==> src/rtl/pipe_ctrl_pkg.sv <==
// Shared encodings for the 5-stage pipeline control unit:
// PC source selects, CP0 exception codes, FSM states and per-cycle actions.
package pipe_ctrl_pkg;

    localparam logic [3:0] PC_SRC_JUMP = 4'd0;
    localparam logic [3:0] PC_SRC_JR   = 4'd1;
    localparam logic [3:0] PC_SRC_VEC  = 4'd2;
    localparam logic [3:0] PC_SRC_EPC  = 4'd3;
    localparam logic [3:0] PC_SRC_FIX  = 4'd4;
    localparam logic [3:0] PC_SRC_SEQ  = 4'd5;

    localparam logic [4:0] EXC_INT = 5'd0;
    localparam logic [4:0] EXC_SYS = 5'd8;

    typedef enum logic [1:0] {
        ST_IDLE,
        ST_PEND,
        ST_TAKE,
        ST_HANDLER
    } ctrl_state_t;

    // One winner per cycle, chosen by the priority chain in the top.
    typedef enum logic [3:0] {
        ACT_STALL,
        ACT_TAKE,
        ACT_PEND_GO,
        ACT_EXC,
        ACT_BRANCH,
        ACT_ERET,
        ACT_JR,
        ACT_JUMP,
        ACT_LU,
        ACT_NONE
    } ctrl_act_t;

endpackage

==> src/rtl/pipe_ctrl_fsm_irq_prio_enc.sv <==
// Masked interrupt priority encoder; the lowest set index wins.
module irq_prio_enc #(
    parameter int NUM_IRQ = 6,
    parameter int IW      = (NUM_IRQ > 1) ? $clog2(NUM_IRQ) : 1
) (
    input  logic [NUM_IRQ-1:0] req,
    output logic               valid,
    output logic [IW-1:0]      idx
);

    always_comb begin
        valid = |req;
        idx   = '0;
        for (int i = NUM_IRQ - 1; i >= 0; i--) begin
            if (req[i]) idx = IW'(i);
        end
    end

endmodule

==> src/rtl/pipe_ctrl_fsm.sv <==
// Pipeline control unit: hazard stalls/flushes, PC redirects and the
// exception entry FSM that defers across mem_stall and strobes CP0 once.
module pipe_ctrl_fsm #(
    parameter int          XLEN       = 32,
    parameter int          NUM_IRQ    = 6,
    parameter int          LU_LAT     = 1,
    parameter logic [31:0] EXC_VECTOR = 32'h8000_0180,
    localparam int         IW = (NUM_IRQ > 1) ? $clog2(NUM_IRQ) : 1
) (
    input  logic               clk,
    input  logic               rst_n,
    input  logic               id_jump,
    input  logic               id_jr,
    input  logic [4:0]         ifid_rs_addr,
    input  logic [4:0]         ifid_rt_addr,
    input  logic [4:0]         idex_rd_addr,
    input  logic               idex_mem_read,
    input  logic [XLEN-1:0]    predicted_ifid_pc,
    input  logic [XLEN-1:0]    predicted_idex_pc,
    input  logic [XLEN-1:0]    target_exmem_pc,
    input  logic               ex_nop,
    input  logic               mem_nop,
    input  logic               mem_jmp,
    input  logic               exmem_syscall,
    input  logic               exmem_eret,
    input  logic               mem_stall,
    input  logic [NUM_IRQ-1:0] irq_pending,
    input  logic [NUM_IRQ-1:0] irq_mask,
    output logic [3:0]         cu_pc_src,
    output logic               cu_pc_stall,
    output logic               cu_ifid_stall,
    output logic               cu_idex_stall,
    output logic               cu_exmem_stall,
    output logic               cu_ifid_flush,
    output logic               cu_idex_flush,
    output logic               cu_exmem_flush,
    output logic               cu_cp0_w_en,
    output logic [4:0]         cu_exec_code,
    output logic [XLEN-1:0]    cu_epc,
    output logic [XLEN-1:0]    cu_vector,
    output logic [IW-1:0]      cu_irq_id,
    output logic               bpu_write_en,
    output logic               cu_in_handler
);

    import pipe_ctrl_pkg::*;

    ctrl_state_t     state;
    ctrl_act_t       act;
    logic [2:0]      lu_cnt;
    logic [4:0]      code_q;
    logic [XLEN-1:0] epc_q;
    logic [IW-1:0]   irq_id_q;

    logic [NUM_IRQ-1:0] irq_act;
    logic               irq_valid;
    logic [IW-1:0]      irq_idx;

    logic load_use;
    logic branch_haz;
    logic irq_req;
    logic exc_req;
    logic lu_busy;
    logic can_enter;

    assign irq_act = irq_pending & irq_mask;

    irq_prio_enc #(
        .NUM_IRQ (NUM_IRQ),
        .IW      (IW)
    ) u_prio (
        .req   (irq_act),
        .valid (irq_valid),
        .idx   (irq_idx)
    );

    assign load_use = idex_mem_read &
                      ((idex_rd_addr == ifid_rs_addr) |
                       (idex_rd_addr == ifid_rt_addr));

    assign branch_haz =
        (!ex_nop && !mem_nop &&
         predicted_idex_pc != target_exmem_pc) ||
        (ex_nop && !mem_nop && !mem_jmp &&
         predicted_ifid_pc != target_exmem_pc);

    assign irq_req   = (state == ST_IDLE) & irq_valid;
    assign exc_req   = exmem_syscall | irq_req;
    assign lu_busy   = load_use | (lu_cnt != 3'd0);
    assign can_enter = (state == ST_IDLE) | (state == ST_HANDLER);

    always_comb begin
        act = ACT_NONE;
        if (mem_stall)                act = ACT_STALL;
        else if (state == ST_TAKE)    act = ACT_TAKE;
        else if (state == ST_PEND)    act = ACT_PEND_GO;
        else if (exc_req)             act = ACT_EXC;
        else if (branch_haz)          act = ACT_BRANCH;
        else if (exmem_eret)          act = ACT_ERET;
        else if (id_jr)               act = ACT_JR;
        else if (id_jump)             act = ACT_JUMP;
        else if (lu_busy)             act = ACT_LU;
    end

    always_comb begin
        cu_pc_src      = PC_SRC_SEQ;
        cu_pc_stall    = 1'b0;
        cu_ifid_stall  = 1'b0;
        cu_idex_stall  = 1'b0;
        cu_exmem_stall = 1'b0;
        cu_ifid_flush  = 1'b0;
        cu_idex_flush  = 1'b0;
        cu_exmem_flush = 1'b0;
        cu_cp0_w_en    = 1'b0;
        bpu_write_en   = 1'b0;
        unique case (act)
            ACT_STALL: begin
                cu_pc_stall    = 1'b1;
                cu_ifid_stall  = 1'b1;
                cu_idex_stall  = 1'b1;
                cu_exmem_stall = 1'b1;
            end
            ACT_TAKE: begin
                cu_cp0_w_en    = 1'b1;
                cu_pc_src      = PC_SRC_VEC;
                cu_ifid_flush  = 1'b1;
                cu_idex_flush  = 1'b1;
                cu_exmem_flush = 1'b1;
            end
            ACT_PEND_GO, ACT_EXC: begin
                cu_pc_stall    = 1'b1;
                cu_ifid_flush  = 1'b1;
                cu_idex_flush  = 1'b1;
                cu_exmem_flush = 1'b1;
            end
            ACT_BRANCH: begin
                cu_pc_src      = PC_SRC_FIX;
                cu_ifid_flush  = 1'b1;
                cu_idex_flush  = 1'b1;
                cu_exmem_flush = 1'b1;
                bpu_write_en   = 1'b1;
            end
            ACT_ERET: cu_pc_src = PC_SRC_EPC;
            ACT_JR: begin
                cu_pc_src     = PC_SRC_JR;
                cu_ifid_flush = 1'b1;
            end
            ACT_JUMP: begin
                cu_pc_src     = PC_SRC_JUMP;
                cu_ifid_flush = 1'b1;
            end
            ACT_LU: begin
                cu_pc_stall   = 1'b1;
                cu_ifid_stall = 1'b1;
                cu_idex_flush = 1'b1;
            end
            default: ;
        endcase
    end

    always_ff @(posedge clk or negedge rst_n) begin
        if (!rst_n) begin
            state    <= ST_IDLE;
            lu_cnt   <= 3'd0;
            code_q   <= 5'd0;
            epc_q    <= '0;
            irq_id_q <= '0;
        end else begin
            unique case (act)
                ACT_STALL: begin
                    if (exc_req && can_enter) begin
                        state    <= ST_PEND;
                        code_q   <= irq_req ? EXC_INT : EXC_SYS;
                        irq_id_q <= irq_req ? irq_idx : '0;
                        epc_q    <= branch_haz ? target_exmem_pc
                                               : predicted_idex_pc;
                    end
                end
                ACT_TAKE: begin
                    state  <= ST_HANDLER;
                    lu_cnt <= 3'd0;
                end
                ACT_PEND_GO: begin
                    state  <= ST_TAKE;
                    lu_cnt <= 3'd0;
                end
                ACT_EXC: begin
                    state    <= ST_TAKE;
                    lu_cnt   <= 3'd0;
                    code_q   <= irq_req ? EXC_INT : EXC_SYS;
                    irq_id_q <= irq_req ? irq_idx : '0;
                    epc_q    <= branch_haz ? target_exmem_pc
                                           : predicted_idex_pc;
                end
                ACT_ERET: begin
                    lu_cnt <= 3'd0;
                    if (state == ST_HANDLER) state <= ST_IDLE;
                end
                ACT_BRANCH, ACT_JR, ACT_JUMP: lu_cnt <= 3'd0;
                ACT_LU: begin
                    if (load_use && lu_cnt == 3'd0)
                        lu_cnt <= 3'(LU_LAT - 1);
                    else
                        lu_cnt <= lu_cnt - 3'd1;
                end
                default: ;
            endcase
        end
    end

    assign cu_exec_code  = code_q;
    assign cu_epc        = epc_q;
    assign cu_irq_id     = irq_id_q;
    assign cu_vector     = XLEN'(EXC_VECTOR);
    assign cu_in_handler = (state == ST_HANDLER);

endmodule

==> config.mk <==
export PLATFORM = sky130hd
export DESIGN_NAME = pipe_ctrl_fsm
export DESIGN_NICKNAME = d
export VERILOG_FILES = /design/src/rtl/pipe_ctrl_pkg.sv /design/src/rtl/pipe_ctrl_fsm_irq_prio_enc.sv /design/src/rtl/pipe_ctrl_fsm.sv
export SDC_FILE = /design/constraint.sdc
export NUM_CORES = 1
export LEC_CHECK = 0
export BUFFER_PORTS_ARGS = -buffer_cell sky130_fd_sc_hd__buf_2
export CORE_UTILIZATION = 35
export CTS_CLUSTER_DIAMETER = 60
export CTS_CLUSTER_SIZE = 28
export DETAILED_ROUTE_END_ITERATION = 10
export PLACE_DENSITY = 0.76
export SLEW_MARGIN = 20
export SYNTH_ARGS = -nofsm -noshare
export SYNTH_HDL_FRONTEND = slang
export SYNTH_SLANG_ARGS = --single-unit
==> constraint.sdc <==
create_clock -name clk -period 2.1 [get_ports clk]
set_input_delay 0 -clock clk [delete_from_list [all_inputs] [get_ports clk]]
set_output_delay 0 -clock clk [all_outputs]
set_load 0.01 [all_outputs]
* After elaboration in Yosys (flattened, before gate mapping)
Cells that the tools add are included.
Storage, ports and cells: register bits after elaboration 45, output and inout port bits 86
Cells by class: $add $sub $neg 1, eq/ne operators 17, mux-type cells 38, bitwise gates (word level) 7, reductions and logical operators 28
Operators with widths (number):
- two-way mux 32 bit | 2
- inequality test 32 bit | 2
- case mux 32 bit (2 select lines) | 1
- two-way mux 4 bit | 9
- two-way mux 3 bit | 9
- == test 4 x 3 -> 1 bit, second input constant | 4
- case mux 3 bit (5 select lines) | 1
- case mux 3 bit (2 select lines) | 2
- OR reduction 6 bit | 2
- == test 5 bit | 2
- case mux 5 bit (2 select lines) | 1
- two-way mux 1 bit | 9
- == test 4 x 2 -> 1 bit, second input constant | 2
- case mux 2 bit (4 select lines) | 1
- OR reduction 4 bit | 2
- logical AND 1 bit | 7
- OR reduction 7 bit | 1
- AND 6 bit | 1
- two-way mux 5 bit | 1
- OR reduction 5 bit | 1
- == test 2 bit, second input constant | 2
- == test 4 x 1 -> 1 bit, second input constant | 1
- == test 4 bit, second input constant | 1
- logical NOT 4 bit | 1
- 16 further kinds | 26

* Depth between registers and ports, before layout
Gate-level depths: netlist (run 1).
depth in word-level cells 17, mapped depth 9

* Hierarchy
Synthesis (run 1) repeated with hierarchy kept, for this count alone.
Unflattened totals: cells, all modules 391, area total of the unflattened synthesis 3437.0 um2
Modules (own cells, without submodules):
- pipe_ctrl_fsm | instances 1, cells an instance 381, area each 3384.5 um2
- irq_prio_enc | instances 1, cells an instance 10, area each 52.6 um2

* Worst setup path after synthesis (run 1)
OpenSTA, ideal clock, no wires.
kind reg2reg, start reg state[0], end reg lu_cnt[0], arrival 1.968 ns, path slack 0.053 ns, stages on the path, launching flop included 9, buffers on the path 0, clock period less this slack 2.047 ns, cells stage by stage dfrtp_1 > inv_1 > ha_1 > inv_1 > a21oi_1 > a21boi_1 > a41oi_4 > o41a_1 > mux2i_1
Between the ends: word-level cells in the longest chain between the ends 10, elaborated cells on any way between the ends 20, classes of those cells eq/ne: 10; mux: 5; bitwise: 2; reduce/logical: 3
Ends and longest elaborated chain:
- start, declared | line pipe_ctrl_fsm.sv:48 | ctrl_state_t state;
- start signal, assigned | line pipe_ctrl_fsm.sv:163 | state <= ST_IDLE;
- start signal, assigned | line pipe_ctrl_fsm.sv:172 | state <= ST_PEND;
- start signal, assigned | line pipe_ctrl_fsm.sv:180 | state <= ST_HANDLER;
- logical NOT 2 bit | line pipe_ctrl_fsm.sv:87 | assign irq_req = (state == ST_IDLE) & irq_valid;
- AND 1 bit | line pipe_ctrl_fsm.sv:87
- OR 1 bit | line pipe_ctrl_fsm.sv:88 | assign exc_req = exmem_syscall | irq_req;
- two-way mux 4 bit | line pipe_ctrl_fsm.sv:97 | else if (exc_req) act = ACT_EXC;
- two-way mux 4 bit | line pipe_ctrl_fsm.sv:96 | else if (state == ST_PEND) act = ACT_PEND_GO;
- two-way mux 4 bit (*) | line pipe_ctrl_fsm.sv:95 | else if (state == ST_TAKE) act = ACT_TAKE;
- two-way mux 4 bit (*) | line pipe_ctrl_fsm.sv:94 | if (mem_stall) act = ACT_STALL;
- == test 4 x 3 -> 1 bit, or another cell as far along | line pipe_ctrl_fsm.sv:169 | unique case (act)
- OR reduction 7 bit (no line)
- case mux 3 bit (2 select lines) or nonzero test 2 bit (tied branches)
- end signal, assigned | line pipe_ctrl_fsm.sv:202 | lu_cnt <= 3'(LU_LAT - 1);
- end signal, assigned | line pipe_ctrl_fsm.sv:204 | lu_cnt <= lu_cnt - 3'd1;
- end, declared | line pipe_ctrl_fsm.sv:50 | logic [2:0] lu_cnt;
Mark *: on every way between the ends. The rest lies on a longest branch, timed or not. A chain may end at the register's enable or synchronous reset.

* Worst setup path in the final report (run 1)
start reg state[1], end out cu_pc_src[2]
Between the ends: word-level cells in the longest chain between the ends 9, elaborated cells on any way between the ends 15, classes of those cells eq/ne: 7; mux: 5; bitwise: 2; reduce/logical: 1
Ends and longest elaborated chain:
- logical NOT 2 bit | line pipe_ctrl_fsm.sv:87
- AND 1 bit | line pipe_ctrl_fsm.sv:87
- OR 1 bit | line pipe_ctrl_fsm.sv:88
- two-way mux 4 bit | line pipe_ctrl_fsm.sv:97
- two-way mux 4 bit | line pipe_ctrl_fsm.sv:96
- two-way mux 4 bit (*) | line pipe_ctrl_fsm.sv:95
- two-way mux 4 bit (*) | line pipe_ctrl_fsm.sv:94
- == test 4 x 3 -> 1 bit or == test 4 x 1 -> 1 bit (tied branches) | line pipe_ctrl_fsm.sv:116 | unique case (act)
- case mux 3 bit (5 select lines) (*) | line pipe_ctrl_fsm.sv:116
- end, declared | line pipe_ctrl_fsm.sv:29 | output logic [3:0] cu_pc_src,
Marks and branches as above.

==> impl_metrics.ini, run 1 <==
[floorplan]
row_count = 36
ioPinCount = 220
core_mm2 = 0.00977
die_w_um = 102
die_h_um = 102
start_util_pct = 36.1
dieArea_mm2 = 0.0105

[final_layout]
final_cell_mix = buf_2, nand2_1, xor2_1, dfrtp_1, conb_1
final_common_cell = buf_2
syn_to_final_growth_pct = 46.3
antenna_cells_inserted = 0
final_layout_size_suffix_gt1_share_pct = 41.6
final_nets = 762
fillerInstances = 912
final_cell_count_no_fill = 756

[sta]
max-slew-margin-rel_pct = 63.4
setup_ws_ps = -240
final-max-slew-violation-count = 0
finalSetupViolations = 11
hold_viol_final = 0
max_freq_mhz = 427
tightest_slew_ps = 549
period_share_pct = 111
post-route-min-period_ps = 2340
fin_skew_ps = 10.6
grt_setup_unrepaired = yes

[grt]
grt_usage_pct = 23.0
grt-ovfl-total = 0
grt_first_pass_wirelength_um = 18100
grt_max_degree = 65
antenna_found_initial = 0
grt_pass1_vias = 3557

[setup_path]
crit_end = cu_pc_src[2]
path_class = register to primary output
worstPathMaxFanout = 4
worst_r2r_path_depth = 11
reg2reg_from = state[0]$_DFFE_PN0P_
r2r_end = state[0]$_DFFE_PN0P_
required_ps = 2100
r2r_slack_ps = -40
slowest_delay_ps = 460
cp.arrival_ps = 2340
worstPathCellList = inv_2 -> ha_4 -> inv_4 -> a31oi_4 -> or3_4 -> a211o_4 -> a211oi_4 -> a41oi_2 -> buf_2
end_kind = primary output
cpMaxStageDelayCell = or3_4
startpoint = state[1]$_DFFE_PN0P_
critPathLaunchType = register

[route]
wl_um = 12300
drt-initial-drc-count = 136
first_pass_iters = 4
wl_per_cell_um = 16.3
vias = 3703
drc = 0
via_per_inst = 4.90
antenna_left = 0

[clock_network]
path_clk_slew_ps = 90
cts.sinks = 41
worst_skew_pair.late_latency_ps = 300
cts_tree = yes
htree_num_levels = 2
cts-root-buf = clkbuf_8
max-clock-path-buffers = 2
numCtsBuffers = 5

[pwr]
peakVddDrop_mv = 0.535
p_per_area_mw_per_mm2 = 906
fin_total_pwr_w = 0.00467
leakagePower_nw = 2.58

[status]
status = finished, violations left
violations = setup timing

[placement]
dpl.hpwl_um = 9330
port_buffers = 182
place.gp.congestion = 0.976
dp.cells = 716

[synth]
syn_inst = 398
yosysWarnings = 0
ys_seq_elements = 41
syn_area_mm2 = 0.00353
seq_area_frac_synth_pct = 29.1
synth_area_per_cell_um2 = 8.86
ys_types = 45

[flow_run]
cap_viol_max_count = 0

[min_path]
hold_path_class = input pin to register
==> cells in the mapped netlist (all sizes together) <==
| library cell | instances | area share [%] |
|---|---|---|
| o22ai | 3 | 0.53 |
| or2 | 1 | 0.18 |
| o31ai | 6 | 1.4 |
| o41a | 1 | 0.32 |
| nor4 | 12 | 2.3 |
| a21o | 1 | 0.21 |
| o21ai | 39 | 5.5 |
| o32ai | 1 | 0.46 |
| conb | 2 | 0.21 |
| nor3 | 7 | 0.99 |
| a41oi | 2 | 1.0 |
| and2 | 2 | 0.35 |
| nand4b | 1 | 0.67 |
| a21boi | 1 | 0.21 |
| xnor2 | 33 | 8.2 |
| a211o | 1 | 0.25 |
| clkbuf | 9 | 0.96 |
| a21oi | 9 | 1.3 |
| nor4b | 1 | 0.25 |
| nand4 | 11 | 2.0 |
| a211oi | 3 | 0.64 |
| a31oi | 2 | 0.35 |
| nand2 | 44 | 4.7 |
| inv | 14 | 1.5 |
| ha | 6 | 2.1 |
| nor2 | 13 | 1.4 |
| a22oi | 3 | 0.64 |
| nand3 | 4 | 0.57 |
| a32oi | 1 | 0.25 |
| dfrtp | 41 | 29 |
| or3 | 2 | 0.39 |
| buf | 42 | 10 |
| xor2 | 41 | 10 |
| o41ai | 2 | 0.50 |
| nor3b | 1 | 0.21 |
| o211ai | 2 | 0.43 |
| mux2i | 33 | 9.4 |
| a41o | 1 | 0.28 |
==> flip-flops by register name (all words and copies together), names as in the netlist <==
signal,flops
lu_cnt,3
cu_epc,32
state,2
cu_exec_code,1
cu_irq_id,3
==> where the power goes <==
part | internal (W) | leakage [nW] | switching [W] | total (W)
combinational | 0.00124 | 2.02 | 0.00155 | 0.00278
sequential | 0.00113 | 0.512 | 0.000186 | 0.00132
clock | 0.000241 | 0.0447 | 0.000331 | 0.000571
total | 0.00261 | 2.58 | 0.00206 | 0.00467
==> per-stage QoR <==
stage | setup slack, ps | instance area [um^2] | hold slack, ps | setup TNS [ps] | util, %
after floorplan | 52.9 | 3660 | -296 | 0 | -
final | -240 | 5160 | 12.0 | -1920 | 52.8
after CTS | -176 | 4960 | 2.26 | -886 | 50.8
after detailed placement | -164 | 4540 | 219 | -4350 | 46.5
after global routing | -331 | 5160 | 21.7 | -3290 | 52.8
after global placement | -208 | 4540 | 204 | -4750 | 46.5
==> how the worst min path moves through the flow <==
stage	from	end	cells past startpoint
2_1_floorplan	rst_n	cu_epc[0]$_DFFE_PN0P_	0
4_1_cts	predicted_idex_pc[9]	cu_epc[9]$_DFFE_PN0P_	3
3_5_place_dp	rst_n	cu_epc[13]$_DFFE_PN0P_	1
5_1_grt	predicted_idex_pc[2]	cu_epc[2]$_DFFE_PN0P_	3
3_3_place_gp	rst_n	cu_epc[9]$_DFFE_PN0P_	1
6_report	predicted_idex_pc[9]	cu_epc[9]$_DFFE_PN0P_	3
==> cell type report <==
cell class	instances	area, um^2	share of cell area (%)
clock inverter	3	25.0	0.485
tap	133	166	3.22
multi-input combinational	327	2400	46.5
timing repair buffer	233	1420	27.5
inverter	14	55.1	1.07
clock buffer	5	68.8	1.33
sequential	41	1030	19.9
==> what timing repair did <==
item / in CTS / in global routing
pin swaps: 12 / 12
setup endpoints to repair: 12 / 14
hold buffers: 20 / 0
cloned: 0 / 0
endpoints found under the hold margin: 60 / 0
setup buffers: 5 / 7
resized for setup: 24 / 23
==> metal layers <==
metal | vias up | GRT usage [%] | part of all wire [%]
li1 | 1768 | - | -
met1 | 1714 | 27.7 | 42
met2 | 197 | 41.2 | 50
met3 | 24 | 3.97 | 6.0
met4 | 0 | 7.91 | 2.5
met5 | - | 0 | 0
==> worst max-delay path, delay by kind of cell (launching register included) <==
| family | cells | cell delay [ps] |
|---|---|---|
| buffers and inverters | 3 | 290 |
| AO/OA/AOI/OAI | 4 | 720 |
| AND/OR/NAND/NOR | 1 | 460 |
| adder cells (fa/ha/maj) | 1 | 170 |
| flip-flops | 1 | 400 |
==> cell families after synthesis <==
group	count (synthesis)	share of synthesized area, %
AOI/OAI and AO/OA	78	14.3
muxes	33	9.37
DFF	41	29.1
other	2	0.213
adders and majority gates	6	2.13
xor gates and xnor gates	74	18.4
and+or+nand+nor	99	13.9
buffers and inverters	65	12.6
No activity file was read; power rests on OpenSTA's default activity.
==> run 2, diff against run 1 <==
--- a/config.mk
+++ b/config.mk
@@ -5,12 +5,13 @@
 export SDC_FILE = /design/constraint.sdc
 export NUM_CORES = 1
 export LEC_CHECK = 0
+export ABC_AREA = 1
 export BUFFER_PORTS_ARGS = -buffer_cell sky130_fd_sc_hd__buf_2
 export CORE_UTILIZATION = 35
 export CTS_CLUSTER_DIAMETER = 60
 export CTS_CLUSTER_SIZE = 28
 export DETAILED_ROUTE_END_ITERATION = 10
-export PLACE_DENSITY = 0.76
+export PLACE_DENSITY = 0.75
 export SLEW_MARGIN = 20
 export SYNTH_ARGS = -nofsm -noshare
 export SYNTH_HDL_FRONTEND = slang
==> run 2 against run 1 <==
Net effect:
- the run still ends with setup timing left
- synthesized cell count increased by 44%
- routed wire length fell by 0.46%
- cell count is 27% higher
- critical path type is now register to register
- largest cell class unchanged
- highest routed layer unchanged
==> impl_metrics.ini, run 2 <==
[setup_path]
path_class = register to register
end_kind = register
worst_r2r_path_depth = 16
worst_path_most_repeated_cell = nand2_1
worstPathCellList = inv_2 -> ha_4 -> ha_4 -> nand2_2 -> nand2_1 -> nand2_1 -> nand2_1 -> nand2_1 -> nand2_1 -> nand2_2 -> buf_6 -> o32ai_4 -> buf_6 -> clkbuf_16 -> nor2_1 -> a31oi_1
slowest_delay_ps = 380
cpMaxStageDelayCell = dfrtp_1
worstPathMaxFanout = 6
reg2reg_from = lu_cnt[1]$_DFFE_PN0P_
r2r_slack_ps = -2
required_ps = 2310
critPathLaunchType = register
r2r_end = cu_epc[20]$_DFFE_PN0P_
cp.arrival_ps = 2310

[grt]
grt_usage_pct = 20.4
grt_pass1_vias = 4078
grt_max_degree = 45
grt_first_pass_wirelength_um = 18200
grt-ovfl-total = 0
antenna_found_initial = 0

[synth]
yosysWarnings = 0
syn_area_mm2 = 0.00367
ys_types = 22
synth_area_per_cell_um2 = 6.39
syn_inst = 575
synth_top_area_share_pct = 27.9
synth_edf_count = 0
ys_top_cells_by_area = dfrtp_1, nand2_1, xnor2_1
netlist_top_cells_count = nand2_1, nor2_1, inv_1
yosys.area.top_type = dfrtp_1
yosysMostFrequentCell = nand2_1
seq_area_frac_synth_pct = 27.9
ys_seq_elements = 41
async_flop_share_pct = 100
synth_ff_type = dfrtp_1

[final_layout]
fillerInstances = 1013
final_nets = 964
final_cell_mix = nand2_1, buf_2, inv_1, xnor2_1, nor2_1
syn_to_final_growth_pct = 55.8
final_common_cell = nand2_1
antenna_cells_inserted = 0
utilization_pct = 55.9
final_layout_size_suffix_gt1_share_pct = 33.2
final_area_mm2 = 0.00572
area.sequential_mm2 = 0.00103
largest_reg_flops = 32
multi_input_area_mm2 = 0.00244

[floorplan]
row_count = 37
ioPinCount = 220
start_util_pct = 35.9
core_mm2 = 0.0102
dieArea_mm2 = 0.0109
die_h_um = 104
die_w_um = 104

[pwr]
p_per_area_mw_per_mm2 = 965
peakVddDrop_mv = 0.383
leakagePower_nw = 2.95

[clock_network]
path_clk_slew_ps = 80
htree_num_levels = 2
worst_skew_pair.late_latency_ps = 290
cts_tree = yes
cts.sinks = 41
max-clock-path-buffers = 2
numCtsBuffers = 5
cts-root-buf = clkbuf_8

[route]
drc = 0
drt-initial-drc-count = 203
wl_um = 12200
vias = 4419
wl_per_cell_um = 12.8
via_per_inst = 4.61
first_pass_iters = 4
antenna_left = 0

[min_path]
hold_path_class = input pin to register
hold_start = target_exmem_pc[5]
hold_end = cu_epc[5]$_DFFE_PN0P_
hold-path-cell-count = 3

[sta]
max_freq_mhz = 476
grt_setup_unrepaired = yes
finalSetupViolations = 1
final-max-slew-violation-count = 0
tightest_slew_ps = 567
post-route-min-period_ps = 2100
fin_skew_ps = 6.63
hold_viol_final = 0
setup_ws_ps = -2.21
whs_ps = 11.0
max-slew-margin-rel_pct = 62.2
period_share_pct = 100

[flow_run]
cap_viol_max_count = 0

[placement]
dpl.hpwl_um = 7960
place_area_mm2 = 0.00467
port_buffers = 182
place.gp.congestion = 0.848

[status]
status = finished, violations left
violations = setup timing
-- run 2: kinds of logic after synthesis --
group,share of synthesized area (%)
AND/OR/NAND/NOR,32.2
buffers and inverters,16.4
AO/OA/AOI/OAI,8.82
flip-flops,27.9
adder cells (fa/ha/maj),2.04
XOR/XNOR,12.4
other,0.205
-- run 2: routing by layer --
layer  vias to the layer above  GRT usage [%]  wire length, um
met4                         0           6.73              225
met3                        20           2.94              665
li1                       2195              -                -
met2                       165           37.2             6320
met1                      2039           24.3             5040
met5                         -              0                0
-- run 2: worst max-delay path by stage --
| stage | end | slack, ps | startpoint |
|---|---|---|---|
| finish | cu_epc[20]$_DFFE_PN0P_ | -2 | lu_cnt[1]$_DFFE_PN0P_ |
| detailed placement | cu_epc[23]$_DFFE_PN0P_ | 40 | state[0]$_DFFE_PN0P_ |
| floorplan | lu_cnt[1]$_DFFE_PN0P_ | 130 | state[0]$_DFFE_PN0P_ |
| global route | cu_epc[20]$_DFFE_PN0P_ | -140 | lu_cnt[0]$_DFFE_PN0P_ |
| global placement | lu_cnt[1]$_DFFE_PN0P_ | 70 | target_exmem_pc[5] |
| CTS | cu_pc_stall | -20 | state[0]$_DFFE_PN0P_ |
-- run 2: report_power, final --
| group | total (W) | switching [W] | internal, W |
|---|---|---|---|
| sequential | 0.00141 | 0.000242 | 0.00117 |
| combinational | 0.00361 | 0.00191 | 0.00170 |
| clock | 0.000499 | 0.000279 | 0.000220 |
-- run 2: cell type report --
| cell class | instances | area share, % |
|---|---|---|
| Inverter | 66 | 4.37 |
| Timing Repair Buffer | 259 | 30.7 |
| Clock buffer | 5 | 1.20 |
| Clock inverter | 1 | 0.0875 |
| Sequential cell | 41 | 17.9 |
| Multi-Input combinational cell | 451 | 42.7 |
| Tap cell | 136 | 2.97 |
-- run 2: timing repair --
item	4_1_cts	5_1_grt
pin swaps	11	12
setup endpoints to repair	10	51
resized for setup	19	66
hold buffers	49	1
buffers inserted	2	3
endpoints found under the hold margin	73	1
cloned	0	7
-- run 2: through the flow --
stage / cells / setup TNS [ps] / worst slack, ps / power [W]
3_5_place_dp: 891 / 0 / 36.3 / 0.00392
5_1_grt: 959 / -2900 / -136 / 0.00592
4_1_cts: 948 / -23.0 / -20.9 / 0.00458
3_3_place_gp: 891 / 0 / 72.9 / 0.00388
2_1_floorplan: 610 / 0 / 129 / 0.00292
6_report: 959 / -2.21 / -2.21 / 0.00552
-- run 2: worst max-delay path: cells and delay by family, from the launching register on --
family	cells	cell delay, ps
buffers and inverters	4	580
and+or+nand+nor	8	440
DFF	1	380
AOI/OAI and AO/OA	2	340
adders and majority gates	2	260
